### src/rtl/rng_dispatch.sv
// rng_dispatch
// ------------
// Seeds an external 64-bit keystream generator, keeps a small buffer of
// generated words topped up, and presents them to a consumer as a
// show-ahead FIFO.
//
// Parameters
//   DEPTH        number of buffered 64-bit words (power of two, 2..16)
//
// Ports
//   clk          clock
//   nRST         asynchronous active-low reset
//   seed_start   one-cycle reseed request (accepted in IDLE or RUN only)
//   seed_key     80-bit key, sampled on the accepted seed_start cycle
//   seed_iv      80-bit IV, sampled on the accepted seed_start cycle
//   seed_busy    high from an accepted reseed until the first word is buffered
//   gen_start    one-cycle start pulse to the generator
//   gen_key      key presented to the generator
//   gen_iv       IV presented to the generator
//   gen_enable   advance request to the generator
//   gen_ready    generator ready flag
//   gen_word     registered generator output, word for the pre-advance state
//   rnd_req      consumer pop request
//   rnd_valid    head word available
//   rnd_data     head word (0 when the buffer is empty)
//   health_fail  sticky repetition-test failure (RNG_HEALTH_CHECK_EN only)
//
// Build option
//   RNG_HEALTH_CHECK_EN  when defined, every pushed word is compared with the
//                        previous pushed word since reseed; a repeat raises a
//                        sticky health_fail that blocks output and generation.

module rng_dispatch #(
  parameter int DEPTH = 4
) (
  input  logic        clk,
  input  logic        nRST,
  input  logic        seed_start,
  input  logic [79:0] seed_key,
  input  logic [79:0] seed_iv,
  output logic        seed_busy,
  output logic        gen_start,
  output logic [79:0] gen_key,
  output logic [79:0] gen_iv,
  output logic        gen_enable,
  input  logic        gen_ready,
  input  logic [63:0] gen_word,
  input  logic        rnd_req,
  output logic        rnd_valid,
  output logic [63:0] rnd_data
`ifdef RNG_HEALTH_CHECK_EN
  ,
  output logic        health_fail
`endif
);

  localparam int PW = $clog2(DEPTH);
  localparam int CW = $clog2(DEPTH) + 1;

  typedef enum logic [2:0] {
    IDLE      = 3'd0,
    SEED      = 3'd1,
    WAIT_LOW  = 3'd2,
    WAIT_HIGH = 3'd3,
    RUN       = 3'd4
  } state_t;

  state_t state_reg, state_next;

  logic [79:0]   key_reg;
  logic [79:0]   iv_reg;
  logic          busy_reg;
  logic          inflight_reg;
  logic [CW-1:0] count_reg;
  logic [PW-1:0] rd_ptr_reg;
  logic [PW-1:0] wr_ptr_reg;
  logic [63:0]   mem [DEPTH];

  logic          seed_accept;
  logic          push;
  logic          pop;
  logic [CW:0]   fill_level;
  logic          health_block;
  logic          in_run;
  logic          not_empty;

  // Reseed is only honoured once the previous seeding sequence has finished.
  assign seed_accept = seed_start & ((state_reg == IDLE) | (state_reg == RUN));

  assign in_run    = (state_reg == RUN);
  assign not_empty = (count_reg != '0);

  // Buffered words plus the capture already requested from the generator;
  // one spare bit so the sum can never wrap.
  assign fill_level = {1'b0, count_reg} + {{CW{1'b0}}, inflight_reg};

  // A reseed flushes the buffer, so any capture landing in the same cycle
  // belongs to the old keystream and is dropped.
  assign push = inflight_reg & ~seed_accept;
  assign pop  = rnd_req & rnd_valid & ~seed_accept;

  assign gen_enable = in_run & gen_ready & (fill_level < (CW+1)'(DEPTH)) & ~health_block;
  assign rnd_valid  = in_run & not_empty & ~health_block;
  assign rnd_data   = not_empty ? mem[rd_ptr_reg] : 64'd0;

  assign gen_key   = key_reg;
  assign gen_iv    = iv_reg;
  assign seed_busy = busy_reg;

  // ---------------------------------------------------------------------
  // Control FSM
  // ---------------------------------------------------------------------
  always_ff @(posedge clk or negedge nRST) begin
    if (!nRST) begin
      state_reg <= IDLE;
    end else begin
      state_reg <= state_next;
    end
  end

  always_comb begin
    state_next = state_reg;
    gen_start  = 1'b0;
    case (state_reg)
      IDLE: begin
        if (seed_start) begin
          state_next = SEED;
        end
      end
      SEED: begin
        gen_start  = 1'b1;
        state_next = WAIT_LOW;
      end
      WAIT_LOW: begin
        // The generator drops ready while it initialises; wait to see that
        // before trusting a high ready again.
        if (!gen_ready) begin
          state_next = WAIT_HIGH;
        end
      end
      WAIT_HIGH: begin
        if (gen_ready) begin
          state_next = RUN;
        end
      end
      RUN: begin
        if (seed_start) begin
          state_next = SEED;
        end
      end
      default: begin
        state_next = IDLE;
      end
    endcase
  end

  // ---------------------------------------------------------------------
  // Seed material and busy flag
  // ---------------------------------------------------------------------
  always_ff @(posedge clk or negedge nRST) begin
    if (!nRST) begin
      key_reg  <= '0;
      iv_reg   <= '0;
      busy_reg <= 1'b0;
    end else if (seed_accept) begin
      key_reg  <= seed_key;
      iv_reg   <= seed_iv;
      busy_reg <= 1'b1;
    end else if (push) begin
      busy_reg <= 1'b0;
    end
  end

  // ---------------------------------------------------------------------
  // FIFO bookkeeping
  // ---------------------------------------------------------------------
  always_ff @(posedge clk or negedge nRST) begin
    if (!nRST) begin
      count_reg    <= '0;
      rd_ptr_reg   <= '0;
      wr_ptr_reg   <= '0;
      inflight_reg <= 1'b0;
    end else if (seed_accept) begin
      count_reg    <= '0;
      rd_ptr_reg   <= '0;
      wr_ptr_reg   <= '0;
      inflight_reg <= 1'b0;
    end else begin
      // gen_word is registered in the generator, so the word for an enable
      // arrives exactly one cycle later.
      inflight_reg <= gen_enable;
      if (push) begin
        wr_ptr_reg <= wr_ptr_reg + 1'b1;
      end
      if (pop) begin
        rd_ptr_reg <= rd_ptr_reg + 1'b1;
      end
      case ({push, pop})
        2'b10:   count_reg <= count_reg + 1'b1;
        2'b01:   count_reg <= count_reg - 1'b1;
        default: count_reg <= count_reg;
      endcase
    end
  end

  // Storage carries no reset: occupancy is tracked by count_reg alone.
  always_ff @(posedge clk) begin
    if (push) begin
      mem[wr_ptr_reg] <= gen_word;
    end
  end

  // ---------------------------------------------------------------------
  // Repetition health test
  // ---------------------------------------------------------------------
`ifdef RNG_HEALTH_CHECK_EN
  logic        health_fail_reg;
  logic        have_prev_reg;
  logic [63:0] prev_word_reg;

  always_ff @(posedge clk or negedge nRST) begin
    if (!nRST) begin
      health_fail_reg <= 1'b0;
      have_prev_reg   <= 1'b0;
      prev_word_reg   <= '0;
    end else if (seed_accept) begin
      // The comparison history restarts with the new keystream.
      health_fail_reg <= 1'b0;
      have_prev_reg   <= 1'b0;
    end else if (push) begin
      if (have_prev_reg && (gen_word == prev_word_reg)) begin
        health_fail_reg <= 1'b1;
      end
      prev_word_reg <= gen_word;
      have_prev_reg <= 1'b1;
    end
  end

  assign health_block = health_fail_reg;
  assign health_fail  = health_fail_reg;
`else
  assign health_block = 1'b0;
`endif

endmodule

### config.mk
export PLATFORM = sky130hd
export DESIGN_NAME = rng_dispatch
export DESIGN_NICKNAME = d
export VERILOG_FILES = /design/src/rtl/rng_dispatch.sv
export SDC_FILE = /design/constraint.sdc
export NUM_CORES = 1
export LEC_CHECK = 0
export CAP_MARGIN = 20
export CORE_UTILIZATION = 35
export CTS_CLUSTER_SIZE = 28
export DETAILED_ROUTE_END_ITERATION = 7
export PLACE_DENSITY = 0.64
export SETUP_SLACK_MARGIN = 0.5
export SYNTH_ARGS = -nofsm -noshare
export SYNTH_HDL_FRONTEND = slang
export SYNTH_SLANG_ARGS = --single-unit
### constraint.sdc
create_clock -name clk -period 5.6 [get_ports clk]
set_input_delay 1.4 -clock clk [delete_from_list [all_inputs] [get_ports clk]]
set_output_delay 1.4 -clock clk [all_outputs]
set_load 0.005 [all_outputs]
; ---- Word-level counts from Yosys, hierarchy flattened
; Memory sizes are Yosys's and may differ from the RTL's.
; Cells that the tools add are included.
[word_totals]
register_bits = 172
ramBits = 256
in_bits = 229
output_inout_bits = 228
wordCells = 57
mem_count = 1
[mem_list]
columns = name, depth, word_bits, rd, rd_clocked_by_memory_dff, wr, line
row1 = mem, 4, 64, 1, 0, 1, 77  ; logic [63:0] mem [DEPTH];
[classes]
addsub = 5
magnitude_cmp = 1
n_eq_ne = 9
mux = 17
bitwise_logic = 9
n_reduce_logical = 7
[op_table]
columns = operator, n
row1 = 64-bit 2-to-1 mux, 1
row2 = 3-bit 2-to-1 mux, 4
row3 = 3-bit one-hot mux with 4 select lines, 1
row4 = 2-bit 2-to-1 mux, 4
row5 = 1-bit AND, 7
row6 = 3-bit by 2-bit equality test with 1-bit output (second input constant), 2
row7 = 1-bit 2-to-1 mux, 6
row8 = 3-bit one-hot mux with 2 select lines, 1
row9 = 3-bit nonzero test, 2
row10 = 2-bit by 1-bit adder with 2-bit output (second input constant), 2
row11 = 3-bit by 1-bit adder with 4-bit output, 1
row12 = 4-bit by 3-bit less-than comparator with 1-bit output (second input constant), 1
row13 = 2-bit inequality test (second input constant), 2
row14 = 2-bit nonzero test, 2
row15 = 3-bit by 1-bit adder with 3-bit output (second input constant), 1
row16 = 3-bit by 1-bit equality test with 1-bit output (second input constant), 1
row17 = 3-bit equality test (second input constant), 1
row18 = 3-bit zero test, 1
row19 = 3-bit AND reduction, 1
row20 = 3-bit by 1-bit subtractor with 3-bit output (second input constant), 1
row21 = 2-bit by 1-bit equality test with 1-bit output (second input constant), 1
row22 = 2-bit equality test (second input constant), 1
row23 = 2-bit by 1-bit inequality test with 1-bit output (second input constant), 1
row24 = 2-bit OR reduction, 1
row25 = 2 further kinds, 2

; ---- Depth between registers and ports, before layout
; Gate-level depths: netlist of run 1.
[depth]
ltp_word = 8
ltp_mapped = 9
ltp_nobuf = 7

; ---- Least setup slack after synthesis of run 1
; No wires, ideal clock.
[synth_timing]
path_type = input to register
startpoint = in seed_start
endpoint = mem mem[0][0], enable pin
setup_ns = 0.429
arrival_time_ns = 3.367
t_required_ns = 5.171
path_slack_ns = 1.804
path_stages = 3
n_path_buf = 1
path_cell_list = nand2_1 > clkbuf_1 > and3_1
[synth_via]
elab_chain_len = 5
[synth_lines]
columns = item, line
row1 = "start, declared", 38  ; input logic seed_start,
row2 = 1-bit AND, 88  ; assign seed_accept = seed_start & ((state_reg == IDLE) | (state_reg == RUN));
row3 = 1-bit NOT, 99  ; assign push = inflight_reg & ~seed_accept;
row4 = 1-bit AND, 99
row5 = 1-bit 2-to-1 mux, 208  ; if (push) begin
row6 = 1-bit 2-to-1 mux (implied by the code), 209  ; mem[wr_ptr_reg] <= gen_word;
row7 = "end, declared", 77
; No other way between the ends.

; ---- Worst setup path in the final report of run 1
[layout_timing]
startpoint = reg rd_ptr_reg[0]
endpoint = out rnd_data[34]
[layout_via]
elab_chain_len = 2
[layout_lines]
columns = item, line
row1 = "start, declared", 75  ; logic [PW-1:0] rd_ptr_reg;
row2 = "start signal, assigned", 196  ; rd_ptr_reg <= rd_ptr_reg + 1'b1;
row3 = memory read 4 x 64 bit, -
row4 = 64-bit 2-to-1 mux, 104  ; assign rnd_data = not_empty ? mem[rd_ptr_reg] : 64'd0;
row5 = "end, declared", 50  ; output logic [63:0] rnd_data
; No other way between the ends.

==> report_table.html, run 1 <==
<table>
<tr><th>Metric</th><th>Value</th></tr>
<tr><th colspan="2">Hold path</th></tr>
<tr><td>Worst Hold End</td><td>gen_iv[53]$_DFFE_PN0P_</td></tr>
<tr><td>Beginning of the worst hold path</td><td>gen_iv[53]$_DFFE_PN0P_</td></tr>
<tr><td>Path class of the lowest-slack min-delay path</td><td>reg -&gt; reg</td></tr>
<tr><td>Depth of the worst hold-timing path</td><td>2</td></tr>
<tr><th colspan="2">Clocking</th></tr>
<tr><td>CTS root buf</td><td>sky130_fd_sc_hd__clkbuf_16</td></tr>
<tr><td>Clock sinks</td><td>428</td></tr>
<tr><td>Inserted Clock Buffers</td><td>47</td></tr>
<tr><td>Latest clock arrival within the worst-skew pair</td><td>~0.58 ns</td></tr>
<tr><td>H-tree levels</td><td>2</td></tr>
<tr><td>Number of resized instances in the post-cts repair step</td><td>0</td></tr>
<tr><td>Reg clk slew, reported paths</td><td>about 0.06 ns</td></tr>
<tr><td>Setup Buffers After CTS</td><td>0</td></tr>
<tr><td>Number of buffers on the longest clock path</td><td>3</td></tr>
<tr><td>TritonCTS clock tree</td><td>built</td></tr>
<tr><td>Cts hold-fix bufs</td><td>0</td></tr>
<tr><th colspan="2">Critical path</th></tr>
<tr><td>Reg-to-Reg End</td><td>count_reg[2]$_DFFE_PN0P_</td></tr>
<tr><td>Cell with the largest stage delay on the worst path</td><td>sky130_fd_sc_hd__dfrtp_4</td></tr>
<tr><td>Cells along the critical path</td><td>buf_4 -&gt; mux4_2 -&gt; nor2b_1 -&gt; clkdlybuf4s50_1</td></tr>
<tr><td>Register-to-Register Setup Slack</td><td>2.77 ns</td></tr>
<tr><td>Largest delay share family, worst path</td><td>buffers and inverters</td></tr>
<tr><td>Arrival time at the worst endpoint</td><td>2.85 ns</td></tr>
<tr><td>Kind of capture point of the worst setup path</td><td>output port</td></tr>
<tr><td>Crit path max fanout</td><td>19</td></tr>
<tr><td>Endpoint required time on the critical path</td><td>4.20 ns</td></tr>
<tr><td>Startpoint of the worst-slack reg-to-reg timing path</td><td>state_reg[1]$_DFFE_PN0P_</td></tr>
<tr><td>Highest cell delay on the worst timing path</td><td>0.61 ns</td></tr>
<tr><td>Beginning of the critical path</td><td>rd_ptr_reg[0]$_DFFE_PN0P_</td></tr>
<tr><td>Critical path type</td><td>reg -&gt; out</td></tr>
<tr><td>Count of buffering cells on the critical path with inverters included</td><td>2</td></tr>
<tr><td>Kind of launch point of the worst setup path</td><td>flip-flop</td></tr>
<tr><td>R2R cell count</td><td>7</td></tr>
<tr><th colspan="2">Power and ir drop</th></tr>
<tr><td>Max rail drop VDD</td><td>261.1 uV</td></tr>
<tr><td>Power density relative to cell area</td><td>444.6 nW/um^2</td></tr>
<tr><td>Pwr Total</td><td>0.01023 W</td></tr>
<tr><td>Leakage power summed over all cells</td><td>8.934 nW</td></tr>
<tr><th colspan="2">Placed design</th></tr>
<tr><td>Port Buf Inserts</td><td>about 460</td></tr>
<tr><td>Gpl congestion</td><td>around 0.82</td></tr>
<tr><td>Instance area at placement</td><td>21500 sq um</td></tr>
<tr><td>Dpl hpwl</td><td>29650 um</td></tr>
<tr><th colspan="2">Routing</th></tr>
<tr><td>Vias</td><td>roughly 10000</td></tr>
<tr><td>Residual DRC</td><td>0</td></tr>
<tr><td>Total length of routed wires</td><td>44260 um</td></tr>
<tr><td>Number of search-and-repair iterations in the first detailed-routing pass</td><td>5</td></tr>
<tr><td>Routed length per instance</td><td>19.67 um</td></tr>
<tr><td>Count of nets left with antenna violations after detail routing</td><td>0</td></tr>
<tr><td>Number of vias per cell after detailed routing</td><td>4.652</td></tr>
<tr><td>1st-iter DRT viols</td><td>about 880</td></tr>
<tr><th colspan="2">Floorplanning</th></tr>
<tr><td>Initial Util</td><td>a little over a third</td></tr>
<tr><td>Number of rows in the core area</td><td>78</td></tr>
<tr><td>Area of the die</td><td>47500 sq um</td></tr>
<tr><td>Ports placed on the boundary</td><td>457</td></tr>
<tr><td>Height of the die</td><td>217.9 um</td></tr>
<tr><td>Die Wd</td><td>217.9 um</td></tr>
<tr><td>Placeable core region</td><td>~46000 sq um</td></tr>
<tr><th colspan="2">Timing</th></tr>
<tr><td>Hold violation count in the final report</td><td>0</td></tr>
<tr><td>Ratio of final minimum period to clock period</td><td>75.95%</td></tr>
<tr><td>Pins Over Slew Limit</td><td>0</td></tr>
<tr><td>RSZ-0062 raised after global routing</td><td>false</td></tr>
<tr><td>Maximum clock frequency</td><td>approximately 0.24 GHz</td></tr>
<tr><td>Clock tree skew after final layout</td><td>0.009900 ns</td></tr>
<tr><td>Number of endpoints failing setup at the final stage</td><td>0</td></tr>
<tr><td>Actual transition at the worst max-transition pin</td><td>1.071 ns</td></tr>
<tr><td>Max-slew headroom at the worst pin</td><td>28.62%</td></tr>
<tr><td>Minimum clock period</td><td>around 4.3 ns</td></tr>
<tr><td>Final sum of negative setup slack</td><td>0 ns</td></tr>
<tr><th colspan="2">Logic synthesis</th></tr>
<tr><td>Synth async-reset ratio</td><td>40.19%</td></tr>
<tr><td>Proportion of synthesized chip area in sequential cells</td><td>approximately three quarters</td></tr>
<tr><td>EDFF count, synth</td><td>256</td></tr>
<tr><td>Gate count after technology mapping</td><td>around 1100</td></tr>
<tr><td>Syn_nets</td><td>1383</td></tr>
<tr><td>Most used flip-flop cell after synthesis</td><td>sky130_fd_sc_hd__edfxtp_1</td></tr>
<tr><td>Yosys synthesis warning count</td><td>0</td></tr>
<tr><td>Post-synthesis average cell area</td><td>14.20 sq um</td></tr>
<tr><td>Area of the mapped netlist</td><td>16320 sq um</td></tr>
<tr><td>Number of synthesized register bits</td><td>428</td></tr>
<tr><td>Number of library cell types mapped by synthesis</td><td>35</td></tr>
<tr><th colspan="2">Global route</th></tr>
<tr><td>Total congestion overflow after global routing</td><td>0</td></tr>
<tr><td>Via count of the first global-routing pass</td><td>10610</td></tr>
<tr><td>All-layer global routing usage</td><td>18.15%</td></tr>
<tr><td>Maximum number of pins on one net before global-route repair</td><td>98</td></tr>
<tr><td>First-pass GRT wire length</td><td>64450 um</td></tr>
<tr><td>Number of antenna violations at the first check in global routing</td><td>7</td></tr>
<tr><th colspan="2">Cells and area</th></tr>
<tr><td>Register with the highest flop count</td><td>mem</td></tr>
<tr><td>Most common cell after layout, fill and taps aside</td><td>sky130_fd_sc_hd__nand2_1</td></tr>
<tr><td>Area growth from synthesis to layout</td><td>41.01%</td></tr>
<tr><td>Max reg flops</td><td>between 200 and 300</td></tr>
<tr><td>Total non-filler cell area in the finished layout</td><td>23010 sq um</td></tr>
<tr><td>Most frequent cells in the layout</td><td>483 x sky130_fd_sc_hd__nand2_1, 455 x sky130_fd_sc_hd__clkdlybuf4s50_1, 256 x sky130_fd_sc_hd__edfxtp_1</td></tr>
<tr><td>Post-layout net count</td><td>1842</td></tr>
<tr><td>Layout cells sized above 1</td><td>9.836%</td></tr>
<tr><th colspan="2">Flow run</th></tr>
<tr><td>Max capacitance violation total</td><td>0</td></tr>
<tr><th colspan="2">Run status</th></tr>
<tr><td>Run status</td><td>finished clean</td></tr>
</table>
[report_power, final]
part | internal (W) | total [W] | switching, W
logic | 0.00164 | 0.00296 | 0.00132
registers | 0.00393 | 0.00426 | 0.000328
clock network | 0.00172 | 0.00301 | 0.00129
[cells in the mapped netlist, drive strengths merged, types with 2 or more instances]
cell / n / share of area [%]
o21ai: 3 / 0.092
o211ai: 2 / 0.092
nor2: 6 / 0.14
edfxtp: 256 / 47
mux4: 64 / 8.8
nor3: 5 / 0.22
xnor2: 2 / 0.11
nand2: 484 / 11
buf: 36 / 1.2
clkbuf: 23 / 0.53
and2: 2 / 0.077
dfrtp: 172 / 26
ha: 4 / 0.31
and3: 6 / 0.23
inv: 3 / 0.069
nor3b: 3 / 0.14
nor2b: 64 / 2.5
[worst register-to-register path, stage by stage (launching register included)]
cell and delay [ns]:
sky130_fd_sc_hd__dfrtp_1 0.41, sky130_fd_sc_hd__nor2_1 0.33, sky130_fd_sc_hd__and2_4 0.60, sky130_fd_sc_hd__nor3_1 0.14, sky130_fd_sc_hd__fa_1 0.41, sky130_fd_sc_hd__or4_4 0.55, sky130_fd_sc_hd__a21o_1 0.20, sky130_fd_sc_hd__a21oi_2 0.12
[kinds of logic after synthesis]
kind of cell | count (synthesis) | synth area share, %
buf+inv | 62 | 1.840
xor+xnor | 3 | 0.1610
mux | 65 | 8.893
compound gates | 10 | 0.4140
simple gates | 576 | 14.79
flops | 428 | 73.47
fa+ha+maj | 5 | 0.4293
[per-stage QoR]
step	worst slack [ns]	hold WS, ns	std cells	util [%]
2_1_floorplan	1.804	0.4697	1149	-
3_3_place_gp	1.346	0.4568	2159	47.06
3_5_place_dp	1.375	0.4611	2159	47.06
4_1_cts	1.221	0.4757	2247	50.37
5_1_grt	1.130	0.4893	2249	50.38
6_report	1.347	0.4715	2250	50.39
[final cells by class]
| type | instances | area [sq um] |
|---|---|---|
| fillers | 4018 | 22660 |
| well taps | 600 | 750.7 |
| inverters | 3 | 11.26 |
| multi-input cells | 659 | 4059 |
| diodes | 3 | 7.507 |
| clock inverters | 33 | 284.0 |
| clock buffers | 55 | 1226 |
| flip-flops and latches | 428 | 12000 |
| repair buffers | 469 | 4676 |
[per-layer routing]
metal  track usage [%]  wire, um
met5                 0        52
met4             7.762      1550
met3             4.826      3027
met2             29.49     21720
met1             22.83     17910
[worst max-delay path by stage]
stage                               end  slack (ns)  cells past startpoint
floorplan           mem[0][0]$_DFFE_PP_        1.80                      3
CTS                        rnd_data[55]        1.22                      4
global placement             gen_enable        1.35                      3
global route               rnd_data[13]        1.13                      4
detailed placement           gen_enable        1.37                      3
finish                     rnd_data[34]        1.35                      4
(Power assumes the default switching activity.)
==> run 2: changes to the inputs <==
Settings changed: PLACE_DENSITY 0.64 to 0.66.
Clock period 5.6 ns to 3.6 ns, I/O delays scaled along.
==> report_table.html, run 2 (synthesis gave the netlist of run 1 again) <==
<table>
<tr><th>Metric</th><th>Value</th></tr>
<tr><th colspan="2">Timing</th></tr>
<tr><td>Clock tree skew after final layout</td><td>0.02524 ns (+0.01534 ns)</td></tr>
<tr><td>Ratio of final minimum period to clock period</td><td>about nine tenths</td></tr>
<tr><td>Minimum setup slack in the final design</td><td>0.3881 ns (-0.9585 ns)</td></tr>
<tr><td>Max-slew headroom at the worst pin</td><td>40.63% (+12 points)</td></tr>
<tr><td>Hold violation count in the final report</td><td>0 (unchanged)</td></tr>
<tr><td>RSZ-0062 raised after global routing</td><td>true</td></tr>
<tr><td>Minimum clock period</td><td>3.212 ns</td></tr>
<tr><td>Maximum clock frequency</td><td>0.3113 GHz</td></tr>
<tr><td>Actual transition at the worst max-transition pin</td><td>0.8905 ns (-0.1802 ns)</td></tr>
<tr><td>Number of endpoints failing setup at the final stage</td><td>0 (unchanged)</td></tr>
<tr><td>Pins Over Slew Limit</td><td>0 (unchanged)</td></tr>
<tr><td>Final sum of negative setup slack</td><td>0 ns (unchanged)</td></tr>
<tr><th colspan="2">Floorplanning</th></tr>
<tr><td>Area of the die</td><td>47500 sq um (unchanged)</td></tr>
<tr><td>Placeable core region</td><td>45670 sq um (unchanged)</td></tr>
<tr><td>Number of rows in the core area</td><td>78 (unchanged)</td></tr>
<tr><td>Die Wd</td><td>217.9 um (unchanged)</td></tr>
<tr><td>Ports placed on the boundary</td><td>457 (unchanged)</td></tr>
<tr><td>Initial Util</td><td>35.73% (unchanged)</td></tr>
<tr><td>Height of the die</td><td>217.9 um (unchanged)</td></tr>
<tr><th colspan="2">Cells and area</th></tr>
<tr><td>Area growth from synthesis to layout</td><td>45.88%</td></tr>
<tr><td>Non-Filler Instances</td><td>2297 (+2.1%)</td></tr>
<tr><td>Most common cell after layout, fill and taps aside</td><td>sky130_fd_sc_hd__nand2_1</td></tr>
<tr><td>Count of antenna diodes in the layout</td><td>0 (-3)</td></tr>
<tr><td>Most frequent cells in the layout</td><td>483 x sky130_fd_sc_hd__nand2_1, 390 x sky130_fd_sc_hd__clkdlybuf4s50_1, 256 x sky130_fd_sc_hd__edfxtp_1</td></tr>
<tr><td>Post-layout net count</td><td>1892 (+2.7%)</td></tr>
<tr><td>Layout fillers</td><td>3916 (-2.5%)</td></tr>
<tr><td>Register with the highest flop count</td><td>mem</td></tr>
<tr><td>Max reg flops</td><td>256 (unchanged)</td></tr>
<tr><td>Total non-filler cell area in the finished layout</td><td>23810 sq um (+3.5%)</td></tr>
<tr><td>Layout cells sized above 1</td><td>17.15% (+7.3 points)</td></tr>
<tr><th colspan="2">Critical path</th></tr>
<tr><td>Crit path max fanout</td><td>5 (-14)</td></tr>
<tr><td>Arrival time at the worst endpoint</td><td>2.31 ns (-0.54 ns)</td></tr>
<tr><td>Kind of launch point of the worst setup path</td><td>flip-flop</td></tr>
<tr><td>Critical path type</td><td>reg -&gt; out</td></tr>
<tr><td>Kind of capture point of the worst setup path</td><td>output port</td></tr>
<tr><td>Endpoint required time on the critical path</td><td>2.70 ns (-1.50 ns)</td></tr>
<tr><th colspan="2">Power and ir drop</th></tr>
<tr><td>Max rail drop VDD</td><td>418.0 uV (+60%)</td></tr>
<tr><td>Power density relative to cell area</td><td>688.9 nW/um^2 (+55%)</td></tr>
<tr><td>Leakage power summed over all cells</td><td>9.582 nW (+7.3%)</td></tr>
<tr><th colspan="2">Global route</th></tr>
<tr><td>Maximum number of pins on one net before global-route repair</td><td>167 (+70%)</td></tr>
<tr><td>Number of antenna violations at the first check in global routing</td><td>4 (-3)</td></tr>
<tr><td>Via count of the first global-routing pass</td><td>10870 (+2.4%)</td></tr>
<tr><td>Total congestion overflow after global routing</td><td>0 (unchanged)</td></tr>
<tr><td>First-pass GRT wire length</td><td>68530 um (+6.3%)</td></tr>
<tr><td>All-layer global routing usage</td><td>19.34% (+1.2 points)</td></tr>
<tr><th colspan="2">Routing</th></tr>
<tr><td>Number of search-and-repair iterations in the first detailed-routing pass</td><td>5 (unchanged)</td></tr>
<tr><td>Number of vias per cell after detailed routing</td><td>4.700 (+1.0%)</td></tr>
<tr><td>Count of nets left with antenna violations after detail routing</td><td>0 (unchanged)</td></tr>
<tr><td>1st-iter DRT viols</td><td>870 (-1.5%)</td></tr>
<tr><td>Routed length per instance</td><td>20.43 um (+3.9%)</td></tr>
<tr><td>Residual DRC</td><td>0 (unchanged)</td></tr>
<tr><td>Vias</td><td>10800 (+3.1%)</td></tr>
<tr><td>Total length of routed wires</td><td>46930 um (+6.0%)</td></tr>
<tr><th colspan="2">Placed design</th></tr>
<tr><td># placed instances</td><td>2165 (+0.28%)</td></tr>
<tr><td>Instance area at placement</td><td>21740 sq um (+1.1%)</td></tr>
<tr><td>Port Buf Inserts</td><td>456 (unchanged)</td></tr>
<tr><td>Pre-CTS worst setup slack</td><td>0.3546 ns (-1.020 ns)</td></tr>
<tr><td>Gpl congestion</td><td>0.8300 (+1.5%)</td></tr>
<tr><td>Dpl hpwl</td><td>29930 um (+0.95%)</td></tr>
<tr><th colspan="2">Flow run</th></tr>
<tr><td>Max capacitance violation total</td><td>0 (unchanged)</td></tr>
<tr><th colspan="2">Clocking</th></tr>
<tr><td>Reg clk slew, reported paths</td><td>0.06 ns (about the same)</td></tr>
<tr><td>Inserted Clock Buffers</td><td>47 (unchanged)</td></tr>
<tr><td>Clock sinks</td><td>428 (unchanged)</td></tr>
<tr><td>Latest clock arrival within the worst-skew pair</td><td>0.59 ns (about the same)</td></tr>
<tr><td>CTS root buf</td><td>sky130_fd_sc_hd__clkbuf_16</td></tr>
<tr><td>H-tree levels</td><td>2 (unchanged)</td></tr>
<tr><td>Number of buffers on the longest clock path</td><td>3 (unchanged)</td></tr>
<tr><td>TritonCTS clock tree</td><td>built</td></tr>
<tr><th colspan="2">Hold path</th></tr>
<tr><td>Path class of the lowest-slack min-delay path</td><td>in -&gt; async</td></tr>
<tr><th colspan="2">Run status</th></tr>
<tr><td>Run status</td><td>finished clean</td></tr>
</table>
==> run 2: changes by cell type in the layout (fill, tap and decap cells not counted), sizes merged <==
cell,delta
buf,+107
clkdlybuf4s50,-65
clkbuf,+12
clkinv,-5
diode,-3
bufbuf,+2
clkinvlp,-2
bufinv,+1
dlygate4sd2,+1
inv,-1
==> run 2: what timing repair did <==
action                                  4_1_cts  5_1_grt
endpoints found under the setup margin       66       44
setup buffers                                23       12
pin swaps                                     1        1
hold buffers                                  0        0
gates cloned                                  7        2
resized for setup                           264       38
==> run 2: layer usage <==
metal  up-vias  wire [um]  GRT usage (%)
li1       4970          -              -
met2       347      22960          30.91
met1      5396      19650          25.79
met4         8       1194          6.923
met3        76       3077          4.463
met5         -         53              0
==> run 2: path summary, 6_finish.rpt <==
| path | startpoint | end | slack (ns) | cells past startpoint |
|---|---|---|---|---|
| max in group asynchronous | nRST | gen_iv[18]$_DFFE_PN0P_ | 2.41 | 2 |
| min in group clk | gen_iv[16]$_DFFE_PN0P_ | gen_iv[16]$_DFFE_PN0P_ | 0.47 | 2 |
| hold / removal | nRST | gen_iv[36]$_DFFE_PN0P_ | 0.40 | 1 |
| setup / recovery | rd_ptr_reg[0]$_DFFE_PN0P_ | rnd_data[60] | 0.39 | 7 |
| hold reg to reg | gen_iv[16]$_DFFE_PN0P_ | gen_iv[16]$_DFFE_PN0P_ | 0.47 | 2 |
| setup reg to reg | count_reg[2]$_DFFE_PN0P_ | count_reg[2]$_DFFE_PN0P_ | 0.80 | 9 |
==> run 2: area by class of cell <==
cell class | count | area, sq um | area share (%)
flip-flops and latches | 428 | 12000 | 50.41
clock inverters | 26 | 265.3 | 1.114
inverters | 3 | 11.26 | 0.04730
repair buffers | 519 | 5339 | 22.42
well taps | 600 | 750.7 | 3.153
clock buffers | 62 | 1282 | 5.387
multi-input cells | 659 | 4158 | 17.46
==> run 2: critical path, cell delays in order, from the launching register on <==
cell	delay [ns]
sky130_fd_sc_hd__dfrtp_4	0.51
sky130_fd_sc_hd__buf_6	0.13
sky130_fd_sc_hd__buf_12	0.13
sky130_fd_sc_hd__buf_12	0.13
sky130_fd_sc_hd__buf_4	0.13
sky130_fd_sc_hd__mux4_2	0.40
sky130_fd_sc_hd__nor2b_1	0.14
sky130_fd_sc_hd__buf_2	0.14
==> run 2: power breakdown <==
part	internal (W)	switching [W]	total, W	leakage (nW)
Combinational	0.00270	0.00226	0.00496	4.37
Sequential	0.00612	0.000522	0.00664	4.45
Clock	0.00281	0.00199	0.00480	0.754
==> run 2: stage by stage <==
step	total power (W)	util, %	hold slack (ns)
2_1_floorplan	0.008294	-	0.4697
3_3_place_gp	0.01137	47.60	0.4554
3_5_place_dp	0.01148	47.60	0.4610
4_1_cts	0.01640	51.51	0.4231
5_1_grt	0.01721	52.13	0.4759
6_report	0.01640	52.13	0.4047
